$ cat src/rtl/pulse_stretch.sv
// Pulse stretcher: turns one-cycle request strobes into fixed-width output pulses
// separated by a guaranteed gap, queueing overlapping requests in a saturating counter.
module pulse_stretch #(
  parameter int unsigned HIGH_CYCLES = 4,
  parameter int unsigned GAP_CYCLES  = 2,
  parameter int unsigned PEND_W      = 2,
  parameter int unsigned ACTIVE_HIGH = 1
) (
  input  logic              clk,
  input  logic              rst,
  input  logic              trig,
  output logic              out,
  output logic              busy,
  output logic [PEND_W-1:0] pending,
  output logic              drop
);

  localparam int unsigned MAX_CYC = (HIGH_CYCLES > GAP_CYCLES) ? HIGH_CYCLES : GAP_CYCLES;
  localparam int unsigned CNT_W   = $clog2(MAX_CYC + 1);

  localparam logic [CNT_W-1:0]  HIGH_LOAD = CNT_W'(HIGH_CYCLES);
  localparam logic [CNT_W-1:0]  GAP_LOAD  = CNT_W'(GAP_CYCLES);
  localparam logic [PEND_W-1:0] PEND_MAX  = '1;
  localparam logic              ACT_LVL   = (ACTIVE_HIGH != 0) ? 1'b1 : 1'b0;
  localparam logic              IDLE_LVL  = ~ACT_LVL;

  typedef enum logic [1:0] {
    IDLE   = 2'd0,
    ACTIVE = 2'd1,
    GAP    = 2'd2
  } state_t;

  state_t              state;
  state_t              state_nx;
  logic [CNT_W-1:0]    cnt;
  logic [CNT_W-1:0]    cnt_nx;
  logic [PEND_W-1:0]   pend_nx;
  logic                drop_nx;
  logic                phase_end;
  logic                deq;
  logic                direct;
  logic                enq;

  assign phase_end = (cnt == CNT_W'(1));

  // Next-state, phase counter and request bookkeeping
  always_comb begin
    state_nx = state;
    cnt_nx   = cnt;
    deq      = 1'b0;
    direct   = 1'b0;
    enq      = 1'b0;
    pend_nx  = pending;
    drop_nx  = 1'b0;

    case (state)
      IDLE: begin
        if (trig) begin
          state_nx = ACTIVE;
          cnt_nx   = HIGH_LOAD;
          direct   = 1'b1;
        end
      end
      ACTIVE: begin
        if (phase_end) begin
          state_nx = GAP;
          cnt_nx   = GAP_LOAD;
        end else begin
          cnt_nx = cnt - CNT_W'(1);
        end
      end
      GAP: begin
        if (phase_end) begin
          if (pending != '0) begin
            state_nx = ACTIVE;
            cnt_nx   = HIGH_LOAD;
            deq      = 1'b1;
          end else if (trig) begin
            state_nx = ACTIVE;
            cnt_nx   = HIGH_LOAD;
            direct   = 1'b1;
          end else begin
            state_nx = IDLE;
            cnt_nx   = '0;
          end
        end else begin
          cnt_nx = cnt - CNT_W'(1);
        end
      end
      default: begin
        state_nx = IDLE;
        cnt_nx   = '0;
      end
    endcase

    // A dequeue on the same edge frees a slot, so a full queue only drops without one
    enq = trig && !direct;
    if (enq && !deq) begin
      if (pending == PEND_MAX) begin
        drop_nx = 1'b1;
      end else begin
        pend_nx = pending + PEND_W'(1);
      end
    end else if (!enq && deq) begin
      pend_nx = pending - PEND_W'(1);
    end
  end

  // State and registered outputs
  always_ff @(posedge clk) begin
    if (rst) begin
      state   <= IDLE;
      cnt     <= '0;
      pending <= '0;
      out     <= IDLE_LVL;
      busy    <= 1'b0;
      drop    <= 1'b0;
    end else begin
      state   <= state_nx;
      cnt     <= cnt_nx;
      pending <= pend_nx;
      out     <= (state_nx == ACTIVE) ? ACT_LVL : IDLE_LVL;
      busy    <= (state_nx != IDLE) || (pend_nx != '0);
      drop    <= drop_nx;
    end
  end

endmodule

$ cat config.mk
export PLATFORM = sky130hd
export DESIGN_NAME = pulse_stretch
export DESIGN_NICKNAME = d
export VERILOG_FILES = /design/src/rtl/pulse_stretch.sv
export SDC_FILE = /design/constraint.sdc
export NUM_CORES = 1
export LEC_CHECK = 0
export CORE_AREA = 2 2 41 43
export CTS_CLUSTER_DIAMETER = 30
export DETAILED_ROUTE_END_ITERATION = 6
export DIE_AREA = 0 0 43 45
export GPL_TIMING_DRIVEN = 0
export PLACE_DENSITY = 0.69
export SYNTH_ARGS = -nofsm -noshare
export SYNTH_HDL_FRONTEND = slang
export SYNTH_SLANG_ARGS = --single-unit
$ cat constraint.sdc
create_clock -name clk -period 1.95 [get_ports clk]
set_input_delay 0.195 -clock clk [delete_from_list [all_inputs] [get_ports clk]]
set_output_delay 0.195 -clock clk [all_outputs]
set_load 0.02 [all_outputs]
Yosys cells after proc, flatten, opt, wreduce, memory -nomap -nowiden

Index checks and enable logic that the tools add are counted.

Flip-flop bits (word level): 10
Input port bits: 3
Output and inout bits: 5

Add/sub/neg operators: 3
Equality and inequality tests: 6
Muxes and demuxes: 24
Bitwise operators: 1
Reduce and logical (&&, ||, !) cells: 12

Operators by type and width:

| operator                                          | count |
|---|---|
| 2-to-1 mux 3 bit                                  | 5 |
| 2-to-1 mux 2 bit                                  | 6 |
| 2-to-1 mux 1 bit                                  | 10 |
| one-hot mux 3 bit (3 select lines)                | 1 |
| one-hot mux 2 bit (3 select lines)                | 1 |
| nonzero test 2 bit                                | 3 |
| == test 2 x 1 -> 1 bit (second input constant)    | 2 |
| == test 2 bit (second input constant)             | 2 |
| == test 3 x 1 -> 1 bit (second input constant)    | 1 |
| logical AND 1 bit                                 | 3 |
| zero test 1 bit                                   | 3 |
| subtractor 3 x 1 -> 3 bit (second input constant) | 1 |
| adder 2 x 1 -> 2 bit (second input constant)      | 1 |
| zero test 2 bit                                   | 1 |
| != test 2 bit (second input constant)             | 1 |
| one-hot mux 1 bit (2 select lines)                | 1 |
| OR reduction 2 bit                                | 1 |
| subtractor 2 x 1 -> 2 bit (second input constant) | 1 |
| logical OR 1 bit                                  | 1 |
| NOT 1 bit                                         | 1 |

Depth between registers and ports, before layout

Gate-level depths: netlist of run 1.

Depth after elaboration: 12
Mapped depth: 8
Gate-level depth less buffers: 7

Least setup slack after synthesis of run 1

Ideal clock, no wire load.

Path kind: flip-flop to flip-flop
Start: register pending[0]
End: register busy
Setup time: 0.134 ns
Arrival time: 1.728 ns
Required time: 1.816 ns
Path slack: 0.088 ns
Cell stages (with the launch flop): 8
Clock period less this slack: 1.862 ns
Cell sequence: dfxtp_1 > inv_1 > ha_1 > inv_1 > nand4_4 > o211a_1 > o21bai_2 > or4b_1

Word-level cells in the longest chain between the ends: 12

RTL lines:

| what                               | line | source |
|---|---|---|
| start, declared                    | 14   | `output logic [PEND_W-1:0] pending,` |
| start signal, assigned             | 121  | `pending <= pend_nx;` |
| nonzero test 2 bit                 | 74   | `if (pending != '0) begin` |
| 2-to-1 mux 1 bit                   | 74   |  |
| 2-to-1 mux 1 bit                   | 73   | `if (phase_end) begin` |
| one-hot mux 1 bit (2 select lines) | 56   | `case (state)` |
| zero test 1 bit                    | 97   | `enq = trig && !direct;` |
| logical AND 1 bit                  | 97   |  |
| zero test 1 bit                    | 104  | `end else if (!enq && deq) begin` |
| logical AND 1 bit                  | 104  |  |
| 2-to-1 mux 2 bit                   | 104  |  |
| 2-to-1 mux 2 bit                   | 98   | `if (enq && !deq) begin` |
| nonzero test 2 bit                 | 123  | `busy <= (state_nx != IDLE) \|\| (pend_nx != '0);` |
| logical OR 1 bit *                 | 123  |  |
| end signal, assigned               | 123  |  |
| end, declared                      | 13   | `output logic busy,` |

Mark *: on every way between the ends. The rest lies on a longest branch, timed or not.
A chain may end at the register's enable or synchronous reset.

Worst setup path after layout of run 1

Start: register cnt[1]
End: register busy

Word-level cells in the longest chain between the ends: 11

RTL lines:

| what                               | line | source |
|---|---|---|
| start, declared                    | 35   | `logic [CNT_W-1:0] cnt;` |
| start signal, assigned             | 120  | `cnt <= cnt_nx;` |
| == test 3 x 1 -> 1 bit *           | 44   | `assign phase_end = (cnt == CNT_W'(1));` |
| 2-to-1 mux 1 bit                   | 73   |  |
| one-hot mux 1 bit (2 select lines) | 56   |  |
| zero test 1 bit                    | 97   |  |
| logical AND 1 bit                  | 97   |  |
| zero test 1 bit                    | 104  |  |
| logical AND 1 bit                  | 104  |  |
| 2-to-1 mux 2 bit                   | 104  |  |
| 2-to-1 mux 2 bit                   | 98   |  |
| nonzero test 2 bit                 | 123  |  |
| logical OR 1 bit *                 | 123  |  |

Marked as above.

==> flow_summary.ini, run 1 <==
[status]
status = completed

[global_route]
grt_max_degree = 11
track_usage = 0.140
grt_pass1_vias = 472
grt_pass1_wl_um = 2040
antenna_found_initial = 0
grt_overflow = 0

[routing]
vias = 482
drc = 0
wl_um = 1160
wire_per_inst_um = 12.7
vias_per_cell = 5.30
drt-pass1-iter-count = 4
first_iter_violations = 1
ant_nets = 0

[place]
globalplace.congestion = 0.762
io_buffers = 6
hpwl_um = 856

[power_and_ir_drop]
power.density_nw_per_um2 = 689
leakagePower_nw = 0.330
vdd_ir_drop_max_mv = 0.396

[worst_hold_path]
hp-start = rst
whs_path_depth = 2
hp-class = input port to flip-flop
min_delay_worst_endpoint = pending[0]$_SDFF_PP0_

[floorplan]
die-area_um2 = 1940
start_util = 0.431
rows = 14
chipHeight_um = 45
fp.dieW_um = 43
pin_count = 8
core_um2 = 1470

[timing]
hold-worst-slack_ps = 170
drv_slew = 0
max_freq_ghz = 0.540
finalCriticalPeriod_ps = 1850
final.setup.tns_ps = 0
maxSlewHeadroom = 0.647
fin_crit_sh = 0.950
hold_violations = 0
setup_viol = 0
worst_slew_pin_slew_ps = 516
rsz0062_at_grt = no
clock-skew-final_ps = 1.42

[logic_synthesis]
synthCells = 66
synth_area_per_cell_um2 = 9.61
synthMuxAreaShare = 0.0335
yosys.area.top_type_share = 0.316
synth-edff-count = 0
yosysUniqueCellTypes = 34
yosysSeqAreaShare = 0.316
async_reset_ff_frac = 0
synth_compound_area_frac = 0.245
yosys-top-cells-area = dfxtp_1 (32%), ha_1 (9.9%), inv_1 (4.7%)
yosysMostFrequentCell = dfxtp_1
synth_top_family_by_area = compound AO/OA/AOI/OAI gates
synth_xor_area_frac = 0.0138
synth_nets = 74
ys_ff_latch = 10
syn-cell-area_um2 = 634
synth-simple-area-share = 0.201
synthAdderAreaFrac = 0.0986
synthTopCellsByCount = dfxtp_1 (10), inv_1 (8), nor2_1 (6)
yosysWarnings = 0
ys.flop_type = dfxtp_1
yosys.area.top_type = dfxtp_1

[setup_path]
arrival_ps = 1980
critPathLaunchType = flip-flop
worst_setup_path_end_kind = flip-flop
cp.required_ps = 2080
timing.rr.end = busy$_SDFF_PP0_
path_max_fanout = 10
reg2reg_depth = 8
rrSetupSlack_ps = 100
rr_startpoint = cnt[1]$_SDFFE_PP0P_
worstSetupPathType = flip-flop to flip-flop

[cts]
clkLatencyLatePin_ps = 250
tritoncts = done
hold_buffers = 0
cts-htree-levels = 1
cts.sinks = 10
post_cts.repair.setup_buffers = 0
clockRootBuffer = clkbuf_4
clk_pin_slew_worst_paths_ps = 60
clk_path_buf_depth = 2
cts_buffers = 3

[finish]
area_delta_synth_final_pct = 18.9
drive_above_1_share = 0.267
post-route-util = 0.513
diodes = 0
nets = 85

[run]
maxCapViolCount = 0
metrics by stage:
step	std cells	cell area [µm²]	total power, mW	worst slack (ps)
2_1_floorplan	66	634	0.346	88.4
3_3_place_gp	88	714	0.382	-156
3_5_place_dp	88	714	0.385	-154
4_1_cts	91	741	0.522	1.80
5_1_grt	91	754	0.555	3.14
6_report	91	754	0.520	97.5
how the worst max path moves through the flow:
| stage | cells past startpoint | end | from | slack (ps) |
|---|---|---|---|---|
| 6_report | 8 | busy$_SDFF_PP0_ | cnt[1]$_SDFFE_PP0P_ | 100 |
| 4_1_cts | 8 | busy$_SDFF_PP0_ | cnt[1]$_SDFFE_PP0P_ | 2 |
| 3_5_place_dp | 6 | busy$_SDFF_PP0_ | trig | -150 |
| 2_1_floorplan | 7 | busy$_SDFF_PP0_ | pending[0]$_SDFF_PP0_ | 90 |
| 5_1_grt | 7 | busy$_SDFF_PP0_ | pending[1]$_SDFF_PP0_ | 3 |
| 3_3_place_gp | 6 | busy$_SDFF_PP0_ | trig | -160 |
what timing repair did:
| item | in CTS | in global routing |
|---|---|---|
| gates resized for setup | 2 | 4 |
| cloned | 0 | 0 |
| setup endpoints to repair | 1 | 1 |
logic make-up after synthesis:
| kind of cell | Yosys count |
|---|---|
| AO/OA/AOI/OAI | 17 |
| XOR/XNOR | 1 |
| adder cells (fa/ha/maj) | 5 |
| buffers and inverters | 12 |
| flip-flops | 10 |
| multiplexers | 2 |
| AND/OR/NAND/NOR | 19 |
metal layers:
layer,wire length [µm],GRT usage,vias to the layer above,share of wire
met1,562,0.181,223,0.48
met5,0,0,-,0
met3,32,0.0360,2,0.028
met4,6,0.0364,0,0.0052
li1,-,-,251,-
met2,558,0.236,6,0.48
sequential cells by signal (all words and copies together), names as in the netlist:
signal / count
busy: 1
cnt: 3
drop: 1
out: 1
pending: 2
state: 2
layout make-up:
cell class | instances | area, µm²
fillers | 154 | 717
plain buffers | 4 | 28.8
inverters | 8 | 30.0
multi-input cells | 44 | 388
repair buffers | 6 | 60.1
well taps | 16 | 20.0
flip-flops and latches | 10 | 205
clock buffers | 3 | 22.5
power breakdown:
part / internal, mW / switching [mW] / total, mW / leakage [nW]
clock network: 0.0710 / 0.0639 / 0.135 / 0.0138
logic: 0.0710 / 0.0728 / 0.144 / 0.233
registers: 0.223 / 0.0175 / 0.241 / 0.0835
worst max-delay path: stages, from the launching register on:
cell	delay (ps)
dfxtp_1	300
inv_2	70
ha_4	140
nor2b_4	130
buf_6	150
nand4_4	110
o211a_1	240
o21bai_2	120
or4b_1	450
cells in the final DEF, fill, tap and decap left out:
cell             instances
a21oi_2                  1
a211oi_1                 1
dfxtp_2                  1
a21oi_1                  3
or4b_1                   1
buf_6                    1
o311a_1                  1
nor3b_1                  1
nand2b_1                 1
mux2i_1                  1
nand3_1                  1
xnor2_1                  1
a21boi_0                 1
nor3_1                   3
and3b_2                  1
inv_2                    1
nor2_1                   6
o32ai_1                  1
clkdlybuf4s50_1          6
nand4_4                  1
nor2b_4                  1
o22a_2                   1
o21ai_0                  1
o211a_1                  1
a2bb2oi_4                1
buf_4                    1
a41o_1                   1
dfxtp_1                  8
ha_1                     4
dfxtp_4                  1
mux2_2                   1
o21bai_2                 1
and2b_2                  1
o21a_1                   1
inv_1                    7
a2111oi_0                2
buf_2                    2
nand2_1                  2
ha_4                     1
clkbuf_4                 3
Power figures use the tool's default switching activity.
==> run 2: changes to the inputs <==
--- a/config.mk
+++ b/config.mk
@@ -9,7 +9,6 @@
 export CTS_CLUSTER_DIAMETER = 30
 export DETAILED_ROUTE_END_ITERATION = 6
 export DIE_AREA = 0 0 43 45
-export GPL_TIMING_DRIVEN = 0
 export PLACE_DENSITY = 0.69
 export SYNTH_ARGS = -nofsm -noshare
 export SYNTH_HDL_FRONTEND = slang
==> flow_summary.ini, run 2 (same netlist as run 1, synthesis figures left out) <==
[worst_hold_path]
hp-class = flip-flop to flip-flop
whs_path_depth = 2
hp-start = cnt[0]$_SDFFE_PP0P_
min_delay_worst_endpoint = cnt[0]$_SDFFE_PP0P_

[finish]
largest-register = cnt
area_delta_synth_final_pct = 26.4
drive_above_1_share = 0.296
reg_top3 = cnt: 3 flops, pending: 2 flops, state: 2 flops
final_cell_mix = dfxtp_1 (9), buf_4 (9), inv_1 (7), clkdlybuf4s50_1 (7), nor2_1 (6)
diodes = 0
nets = 91
largest_reg_flops = 3
fillers = 134

[floorplan]
chipHeight_um = 45
start_util = 0.431
die-area_um2 = 1940
pin_count = 8
fp.dieW_um = 43
core_um2 = 1470
rows = 14

[timing]
max_freq_ghz = 0.539
finalWorstSetupSlack_ps = 95.7
hold_violations = 0
clock-skew-final_ps = 0.484
hold-worst-slack_ps = 538
setup_viol = 0
worst_slew_pin_slew_ps = 533
finalCriticalPeriod_ps = 1850
fin_crit_sh = 0.951
rsz0062_at_grt = yes
maxSlewHeadroom = 0.636
final.setup.tns_ps = 0
drv_slew = 0

[setup_path]
worstSetupPathType = flip-flop to flip-flop
slowest_delay_ps = 520
critPathTopFamily = simple AND/OR/NAND/NOR gates
critPathLaunchType = flip-flop
worstPathCellList = inv_2 -> ha_4 -> nor2b_4 -> a2bb2oi_4 -> o22a_2 -> a21oi_2 -> or4b_1
slowest_stage = or4b_1
reg2reg_depth = 7
timing.rr.end = busy$_SDFF_PP0_
rr_startpoint = cnt[1]$_SDFFE_PP0P_
arrival_ps = 1990
path_buf_inv = 1
rrSetupSlack_ps = 100
worst_setup_path_end_kind = flip-flop
path_max_fanout = 6
cp.required_ps = 2080

[run]
maxCapViolCount = 0

[routing]
drc = 0
wire_per_inst_um = 12.0
ant_nets = 0
wl_um = 1160
drt-pass1-iter-count = 4
first_iter_violations = 9
vias = 509
vias_per_cell = 5.25

[cts]
cts-htree-levels = 1
clkLatencyLatePin_ps = 260
cts_buffers = 3
hold_buffers = 0
cts.sinks = 10
clk_path_buf_depth = 2
tritoncts = done
clk_pin_slew_worst_paths_ps = 60
clockRootBuffer = clkbuf_4

[power_and_ir_drop]
leakagePower_nw = 0.358
finalPower_mw = 0.532
vdd_ir_drop_max_mv = 0.443
power.density_nw_per_um2 = 664

[place]
placement.setup.worst_slack_ps = -13.8
io_buffers = 7
globalplace.congestion = 0.783
hpwl_um = 857

[global_route]
grt_overflow = 0
track_usage = 0.140
antenna_found_initial = 0
grt_max_degree = 14
grt_pass1_vias = 452
grt_pass1_wl_um = 1990

[status]
status = completed
-- run 2: changes by cell type in the layout (fill, tap and decap cells not counted) --
cell / delta
dfxtp_1: +1
clkdlybuf4s50_1: +1
buf_2: -2
buf_4: +8
dfxtp_2: -1
buf_6: -1
-- run 2: report_power, final --
group          internal [mW]  switching, mW
Sequential             0.223         0.0146
Clock                 0.0710         0.0636
Combinational         0.0819         0.0782
-- run 2: layer usage --
metal | vias to the layer above | global-route usage | wire (µm)
met3 | 0 | 0.0360 | 36
met2 | 12 | 0.203 | 518
met5 | - | 0 | 0
met4 | 0 | 0.0727 | 0
met1 | 230 | 0.193 | 607
li1 | 267 | - | -
-- run 2: worst register-to-register path, stage by stage (launching register included) --
cell       delay (ps)
dfxtp_1           300
inv_2              70
ha_4              130
nor2b_4           260
a2bb2oi_4         220
o22a_2            180
a21oi_2            50
or4b_1            520
-- run 2: how the worst max path moves through the flow --
stage / to / depth (start not counted) / start
finish: busy$_SDFF_PP0_ / 7 / cnt[1]$_SDFFE_PP0P_
global placement: busy$_SDFF_PP0_ / 6 / cnt[0]$_SDFFE_PP0P_
global route: busy$_SDFF_PP0_ / 7 / cnt[1]$_SDFFE_PP0P_
floorplan: busy$_SDFF_PP0_ / 7 / pending[0]$_SDFF_PP0_
detailed placement: busy$_SDFF_PP0_ / 6 / trig
CTS: busy$_SDFF_PP0_ / 6 / cnt[0]$_SDFFE_PP0P_
-- run 2: layout make-up --
class,count,area (µm²),share of cell area
multi-input combinational,44,388,0.484
sequential,10,204,0.254
timing repair buffer,16,138,0.172
inverter,8,30.0,0.0374
clock buffer,3,22.5,0.0281
tap,16,20.0,0.0250
-- run 2: timing repair --
| action | 4_1_cts | 5_1_grt |
|---|---|---|
| gates cloned | 0 | 0 |
| buffers inserted | 2 | 1 |
| gates resized for setup | 0 | 5 |
| pin swaps | 0 | 4 |
| setup endpoints to repair | 1 | 1 |
-- run 2: metrics by stage --
step                cell area (µm²)   util  cells
floorplan                       634      -     66
global placement                741  0.503     91
detailed placement              741  0.503     91
CTS                             778  0.529     96
global route                    802  0.545     97
finish                          802  0.545     97
